==> config.mk <==
export PLATFORM = sky130hd
export DESIGN_NAME = regfile_sequencer
export DESIGN_NICKNAME = d
export VERILOG_FILES = /design/src/rtl/regfile_sequencer.sv
export SDC_FILE = /design/constraint.sdc
export NUM_CORES = 1
export LEC_CHECK = 0
export CAP_MARGIN = 20
export CORE_ASPECT_RATIO = 0.6
export CORE_MARGIN = 10
export CORE_UTILIZATION = 41
export CTS_CLUSTER_DIAMETER = 60
export DETAILED_ROUTE_END_ITERATION = 10
export GPL_TIMING_DRIVEN = 0
export PLACE_DENSITY = 0.8
export SLEW_MARGIN = 20
export SYNTH_ARGS = -nofsm -noshare
export SYNTH_HDL_FRONTEND = slang
export SYNTH_SLANG_ARGS = --single-unit
==> constraint.sdc <==
create_clock -name clk -period 1.85 [get_ports clk]
set_input_delay 0.37 -clock clk [delete_from_list [all_inputs] [get_ports clk]]
set_output_delay 0.37 -clock clk [all_outputs]
set_load 0.05 [all_outputs]
==> src/rtl/regfile_sequencer.sv <==
// Command sequencer in front of an external 8x16 register file: single-cycle
// WRITE, READ with a held response handshake, and an 8-cycle CLEAR sweep.
module regfile_sequencer #(
  parameter logic [15:0] CLEAR_VALUE = 16'h0000
) (
  input  logic        clk,
  input  logic        rst_n,
  input  logic        cmd_valid_i,
  output logic        cmd_ready_o,
  input  logic [1:0]  cmd_op_i,
  input  logic [2:0]  cmd_aa_i,
  input  logic [2:0]  cmd_ba_i,
  input  logic [2:0]  cmd_da_i,
  input  logic [15:0] cmd_d_i,
  output logic        rsp_valid_o,
  input  logic        rsp_ready_i,
  output logic [15:0] rsp_a_o,
  output logic [15:0] rsp_b_o,
  output logic [2:0]  aa_o,
  output logic [2:0]  ba_o,
  output logic [2:0]  da_o,
  output logic [15:0] d_o,
  output logic        wr_o,
  input  logic [15:0] a_i,
  input  logic [15:0] b_i,
  output logic        busy_o
);

  typedef enum logic [2:0] {
    S_IDLE,
    S_WRITE,
    S_READ,
    S_RESP,
    S_CLEAR
  } state_e;

  state_e      state_q, state_d;
  logic        accept;
  logic [2:0]  cnt_q;
  logic [2:0]  aa_q, ba_q, da_q;
  logic [15:0] d_q;
  logic [15:0] rsp_a_q, rsp_b_q;

  assign accept = cmd_valid_i && (state_q == S_IDLE);

  always_ff @(posedge clk or negedge rst_n) begin
    if (!rst_n) state_q <= S_IDLE;
    else        state_q <= state_d;
  end

  always_comb begin
    state_d = state_q;
    case (state_q)
      S_IDLE: begin
        if (accept) begin
          case (cmd_op_i)
            2'b00:   state_d = S_WRITE;
            2'b01:   state_d = S_READ;
            2'b10:   state_d = S_CLEAR;
            default: state_d = S_IDLE;
          endcase
        end
      end
      S_WRITE: state_d = S_IDLE;
      S_READ:  state_d = S_RESP;
      S_RESP:  if (rsp_ready_i) state_d = S_IDLE;
      S_CLEAR: if (cnt_q == 3'd7) state_d = S_IDLE;
      default: state_d = S_IDLE;
    endcase
  end

  always_comb begin
    cmd_ready_o = 1'b0;
    wr_o        = 1'b0;
    rsp_valid_o = 1'b0;
    busy_o      = 1'b1;
    case (state_q)
      S_IDLE: begin
        cmd_ready_o = 1'b1;
        busy_o      = 1'b0;
      end
      S_WRITE: wr_o        = 1'b1;
      S_CLEAR: wr_o        = 1'b1;
      S_RESP:  rsp_valid_o = 1'b1;
      default: ;
    endcase
  end

  // CLEAR reuses the write-address/data registers: da_q tracks cnt_q one step
  // ahead so the address presented during each CLEAR cycle equals the counter.
  always_ff @(posedge clk or negedge rst_n) begin
    if (!rst_n) begin
      cnt_q   <= '0;
      aa_q    <= '0;
      ba_q    <= '0;
      da_q    <= '0;
      d_q     <= '0;
      rsp_a_q <= '0;
      rsp_b_q <= '0;
    end else begin
      if (accept) begin
        aa_q <= cmd_aa_i;
        ba_q <= cmd_ba_i;
        if (cmd_op_i == 2'b10) begin
          da_q  <= '0;
          d_q   <= CLEAR_VALUE;
          cnt_q <= '0;
        end else begin
          da_q <= cmd_da_i;
          d_q  <= cmd_d_i;
        end
      end
      if (state_q == S_CLEAR) begin
        cnt_q <= cnt_q + 3'd1;
        da_q  <= cnt_q + 3'd1;
      end
      if (state_q == S_READ) begin
        rsp_a_q <= a_i;
        rsp_b_q <= b_i;
      end
    end
  end

  assign aa_o    = aa_q;
  assign ba_o    = ba_q;
  assign da_o    = da_q;
  assign d_o     = d_q;
  assign rsp_a_o = rsp_a_q;
  assign rsp_b_o = rsp_b_q;

endmodule

==> results of run 1 <==
## worst register-to-register path, cell delays in order (launching register included)
cell	delay, ns
dfrtp_1	0.37
buf_6	0.14
or4b_4	0.53
buf_6	0.17
nor2_1	0.17
o22ai_1	0.11
## cells in the final DEF, fill, tap and decap left out, drive strengths merged, types with 5 or more instances in the layout
cell,instances
buf,18
clkbuf,14
clkdlybuf4s50,61
dfrtp,63
dlygate4sd2,57
mux2,32
nand2,55
nand3,19
nor2,5
## cell usage after synthesis (2+ instances only)
cell type	instances	area [um^2]
nor2_1	5	18.8
and3b_1	2	17.5
o22ai_1	2	12.5
nand3_1	19	95.1
nand2b_1	2	12.5
inv_1	4	15.0
mux2_2	32	360
a21oi_1	2	10.0
o21bai_1	2	15.0
a31oi_1	3	18.8
buf_4	5	37.5
dfrtp_1	63	1580
buf_8	2	30.0
nand2_1	55	206
clkbuf_1	2	7.51
buf_2	3	15.0
buf_6	2	22.5
ha_1	2	25.0
## registers in the layout (all words and copies together) (netlist names)
name,flops
d_o,16
ba_o,3
cnt_q,3
state_q,3
aa_o,3
rsp_a_o,16
rsp_b_o,16
da_o,3
## cells by family after synthesis
family / Yosys count / share of synthesized area
mux: 32 / 0.138
xor+xnor: 1 / 0.00336
buf+inv: 18 / 0.0489
fa+ha+maj: 2 / 0.00960
compound gates: 12 / 0.0331
simple gates: 89 / 0.162
flops: 63 / 0.605
## metal layers
metal,part of all wire,up-vias,GRT usage
met2,0.43,94,0.236
met1,0.42,990,0.175
met4,0.0084,0,0.0457
li1,-,1005,-
met5,0,-,0
met3,0.14,8,0.0884
## final cells by class
class / count / area share
plain buffers: 14 / 0.0283
repair buffers: 125 / 0.288
flip-flops and latches: 63 / 0.384
clock buffers: 12 / 0.0378
multi-input cells: 136 / 0.221
well taps: 84 / 0.0256
clock inverters: 3 / 0.0104
inverters: 4 / 0.00457
## worst max path at each step
stage                  end  slack [ns]  cells past startpoint
4_1_cts        cmd_ready_o      -0.009                      4
3_5_place_dp   cmd_ready_o       -0.32                      4
2_1_floorplan  cmd_ready_o        0.06                      3
6_report       cmd_ready_o        0.02                      4
3_3_place_gp       d_o[10]       -1.66                      1
5_1_grt        cmd_ready_o       -0.05                      4
## metrics by stage
step	total power, mW	instance area [um^2]
floorplan	6.03	2610
global placement	7.82	3950
detailed placement	7.95	3970
CTS	8.73	4120
global route	9.10	4110
finish	8.60	4110
## power groups by stage
stage                     clock network [mW]  logic [mW]  registers [mW]
after floorplan                            0        1.52            4.51
after global placement                     0        5.46            2.36
after detailed placement                   0        5.53            2.41
after CTS                               1.21        5.16            2.37
after global routing                    1.27        5.38            2.45
final                                   1.17        5.08            2.36
## repair_timing
item | in CTS | in global routing
pin swaps | 0 | 1
endpoints found under the hold margin | 32 | 0
endpoints found under the setup margin | 61 | 3
gates resized for setup | 79 | 5
hold buffers | 1 | 0
==> flow_metrics.env, run 1 <==
export IMPL_status="completed"
export IMPL_grt_pass1_vias=2136
export IMPL_finalHoldViolations=0
export IMPL_ir_drop_uv=876
export IMPL_timing_final_crit_share=0.991
export IMPL_cts_inserted_buffers=9
export IMPL_finalSetupViolations=0
export IMPL_numClockSinks=63
export IMPL_skew_ns=0.00664
export IMPL_power_frac_clock=0.136
export IMPL_io_buffer_count=123
export IMPL_preCtsSetupSlack_ns=-0.321
export IMPL_initial_core_util=0.425
export IMPL_whs_endpoint="d_o[13]"
export IMPL_final_seq_area_mm2=0.00158
export IMPL_fmax_mhz=545
export IMPL_cts_tree="yes"
export IMPL_grt_total_usage=0.152
export IMPL_drv_cap=0
export IMPL_drive_gt1_frac=0.202
export IMPL_gp_congestion=0.765
export IMPL_fillCellCount=520
export IMPL_intPower_mw=4.34
export IMPL_syn_inst=217
export IMPL_cp_max_fo=10
export IMPL_worstPathRequired_ns=1.48
export IMPL_setup_worst_path_start="state_q[1]"
export IMPL_root_buffer="clkbuf_8"
export IMPL_stdcell_count=441
export IMPL_powerDensity_mw_per_mm2=2090
export IMPL_arrival_ns=1.46
export IMPL_cp_cell_sequence="buf_6, or3_4, clkinvlp_4, buf_8"
export IMPL_rrSetupSlack_ns=0.24
export IMPL_grt_pass1_wl_um=11700
export IMPL_rr_endpoint="cnt_q[2]"
export IMPL_cts_htree_levels=3
export IMPL_slew_headroom=0.641
export IMPL_power_switching_mw=4.26
export IMPL_clk_latency_ns=0.33
export IMPL_critPathLaunchType="flop"
export IMPL_die_h_um=81.8
export IMPL_post_cts_repair_setup_buffers=0
export IMPL_cp_buffers_inverters=3
export IMPL_nets=418
export IMPL_cts_max_path_buffers=2
export IMPL_multi_input_area_um2=908
export IMPL_whs_ns=0.459
export IMPL_hold_start="d_o[13]"
export IMPL_vias_per_cell=4.76
export IMPL_drc=0
export IMPL_comb_power_share=0.590
export IMPL_area_delta_synth_final_pct=57.5
export IMPL_drt_iter0_markers=37
export IMPL_overflow=0
export IMPL_critPathCaptureType="primary output"
export IMPL_critical_path_max_stage_delay_ns=0.41
export IMPL_yosysWarnings=0
export IMPL_diodes=0
export IMPL_rsz0062_at_grt="true"
export IMPL_synth_seq_area_share=0.605
export IMPL_min_path_cells=2
export IMPL_rr_worst_depth=5
export IMPL_dieWidth_um=123
export IMPL_worst_slack_ns=0.0164
export IMPL_wl_per_cell_um=17.2
export IMPL_coreArea_mm2=0.00614
export IMPL_wl_um=7580
export IMPL_via_count=2097
export IMPL_clk_pin_slew_ns=0.07
export IMPL_worstMarginPinSlew_ns=0.540
export IMPL_std_cell_rows=22
export IMPL_path_delay_family="simple AND/OR/NAND/NOR gates"
export IMPL_slew_violations=0
export IMPL_grt_max_degree=34
export IMPL_ant_nets=0
export IMPL_ys_async_sr_fraction=1.00
export IMPL_syn_area_mm2=0.00261
export IMPL_p_leak_nw=1.97
export IMPL_io_pins=124
export IMPL_syn_num_nets=282
export IMPL_synth_edff_count=0
export IMPL_drtPass1Iterations=4
export IMPL_ys_flop_type="dfrtp_1"
export IMPL_seqPwrFrac=0.274
export IMPL_antenna_found_initial=0
export IMPL_crit_slowest_cell="or3_4"
export IMPL_dieArea_mm2=0.0101
export IMPL_hpwlAfterDp_um=6100
export IMPL_synth_seq_cells=63
export IMPL_criticalPathCategory="flop to primary output"
export IMPL_timing_rr_start="state_q[0]"
export IMPL_hold_class="flop to flop"
export IMPL_utilization=0.669
export IMPL_dp_cells=425
export IMPL_sw_frac_of_total=0.495
export IMPL_fin_crit_ns=1.83
export IMPL_avgSynthCellArea_um2=12.0
export IMPL_ys_types=28
export IMPL_setup_tns_ns=0
Power figures use the tool's default switching activity.
==> inputs of run 2 (changes only) <==
CORE_UTILIZATION = 62   (was 41)
DONT_BUFFER_PORTS = 1   (was not set)
PLACE_DENSITY = 0.78   (was 0.8)
==> flow_metrics.env, run 2 (synthesis results as in run 1) <==
export IMPL_status="complete, but fails checks"
export IMPL_violations="setup timing"
export IMPL_worstPathRequired_ns=1.48
export IMPL_fmax_mhz=534
export IMPL_dp_cells=277
export IMPL_timing_final_crit_share=1.01
export IMPL_finalSetupViolations=1
export IMPL_drtPass1Iterations=4
export IMPL_cts_inserted_buffers=9
export IMPL_io_pins=124
export IMPL_fin_crit_ns=1.87
export IMPL_final_cell_mix="dfrtp_1, nand2_1, mux2_2, nand3_1, clkbuf_8"
export IMPL_dieArea_mm2=0.00728
export IMPL_hold_start="cmd_ba_i[0]"
export IMPL_layout_commonest_cell="dfrtp_1"
export IMPL_worstMarginPinSlew_ns=0.514
export IMPL_drc=0
export IMPL_preCtsSetupSlack_ns=0.00826
export IMPL_die_h_um=70.2
export IMPL_io_buffer_count=0
export IMPL_area_delta_synth_final_pct=15.1
export IMPL_overflow=0
export IMPL_gp_congestion=0.802
export IMPL_whs_endpoint="ba_o[0]"
export IMPL_clk_pin_slew_ns=0.06
export IMPL_drt_iter0_markers=45
export IMPL_nets=299
export IMPL_vias_per_cell=5.67
export IMPL_rrSetupSlack_ns=0.08
export IMPL_root_buffer="clkbuf_8"
export IMPL_cts_max_path_buffers=2
export IMPL_grt_pass1_vias=1776
export IMPL_cts_tree="yes"
export IMPL_skew_ns=0.00510
export IMPL_worst_slack_ns=-0.0223
export IMPL_via_count=1689
export IMPL_numClockSinks=63
export IMPL_stdcell_count=298
export IMPL_cts_htree_levels=3
export IMPL_std_cell_rows=18
export IMPL_rr_endpoint="d_o[1]"
export IMPL_drive_gt1_frac=0.307
export IMPL_initial_core_util=0.640
export IMPL_timing_rr_start="state_q[2]"
export IMPL_rr_worst_depth=8
export IMPL_cp_max_fo=3
export IMPL_drv_cap=0
export IMPL_grt_max_degree=64
export IMPL_dieWidth_um=104
export IMPL_antenna_found_initial=0
export IMPL_hold_class="input pin to flop"
export IMPL_slew_headroom=0.658
export IMPL_wl_um=6220
export IMPL_diodes=0
export IMPL_coreArea_mm2=0.00408
export IMPL_arrival_ns=1.50
export IMPL_grt_pass1_wl_um=9960
export IMPL_critPathLaunchType="flop"
export IMPL_hpwlAfterDp_um=4790
export IMPL_wl_per_cell_um=20.9
export IMPL_grt_total_usage=0.176
export IMPL_criticalPathCategory="flop to primary output"
export IMPL_clk_latency_ns=0.33
export IMPL_min_path_cells=2
export IMPL_critPathCaptureType="primary output"
export IMPL_ant_nets=0
export IMPL_finalHoldViolations=0
export IMPL_slew_violations=0
export IMPL_rsz0062_at_grt="true"
==> run 2: cell types whose count changed in the layout (fill, tap and decap cells not counted), sizes merged <==
cell           previous run  this run
dlygate4sd2              57         0
buf                      18        16
bufinv                    1         2
clkinv                    1         2
clkinvlp                  2         1
clkdlybuf4s50            61         0
==> run 2: worst max-delay path by stage <==
| stage | start | end | slack, ns | cells after the start |
|---|---|---|---|---|
| 3_3_place_gp | state_q[0] | cmd_ready_o | 0.02 | 3 |
| 4_1_cts | state_q[1] | cmd_ready_o | -0.1 | 3 |
| 6_report | state_q[2] | cmd_ready_o | -0.02 | 3 |
| 3_5_place_dp | state_q[0] | cmd_ready_o | 0.008 | 3 |
| 2_1_floorplan | state_q[0] | cmd_ready_o | 0.06 | 3 |
| 5_1_grt | state_q[2] | cmd_ready_o | -0.08 | 3 |
==> run 2: worst max-delay path: stages (launching register included) <==
cell	delay [ns]
dfrtp_1	0.37
buf_6	0.13
or3_4	0.43
clkinvlp_4	0.24
==> run 2: final cells by class <==
cell class	count	area (um^2)
buffer	12	100
multi-input combinational	136	923
fill	283	1080
inverter	4	18.8
clock buffer	11	141
sequential	63	1580
clock inverter	4	70.1
timing repair buffer	8	95.1
tap	60	75.1
==> run 2: stage by stage <==
stage                     setup TNS (ns)   util  hold slack, ns  area (um^2)
after floorplan                        0      -          0.0744         2610
after global placement                 0  0.659          0.0760         2690
after detailed placement               0  0.659          0.0759         2690
after CTS                        -0.0969  0.728           0.128         2970
after global routing             -0.0766  0.736           0.139         3000
final                            -0.0223  0.736           0.147         3000
==> run 2: repair_timing <==
item,4_1_cts,5_1_grt
pin swaps,1,1
setup endpoints to repair,3,2
hold buffers,2,0
resized for setup,4,4
hold endpoints to repair,63,0
buffers inserted,2,4
==> run 2: routing by layer <==
| metal | wire length, um | vias up | track usage |
|---|---|---|---|
| met2 | 3030 | 89 | 0.277 |
| met1 | 2400 | 832 | 0.188 |
| li1 | - | 764 | - |
| met4 | 54 | 0 | 0.0645 |
| met5 | 0 | - | 0 |
| met3 | 732 | 4 | 0.112 |
Power of run 2 is left out: the tool's default activity adds up to more than one toggle a clock period on the data nets, which glitch-free logic cannot reach.
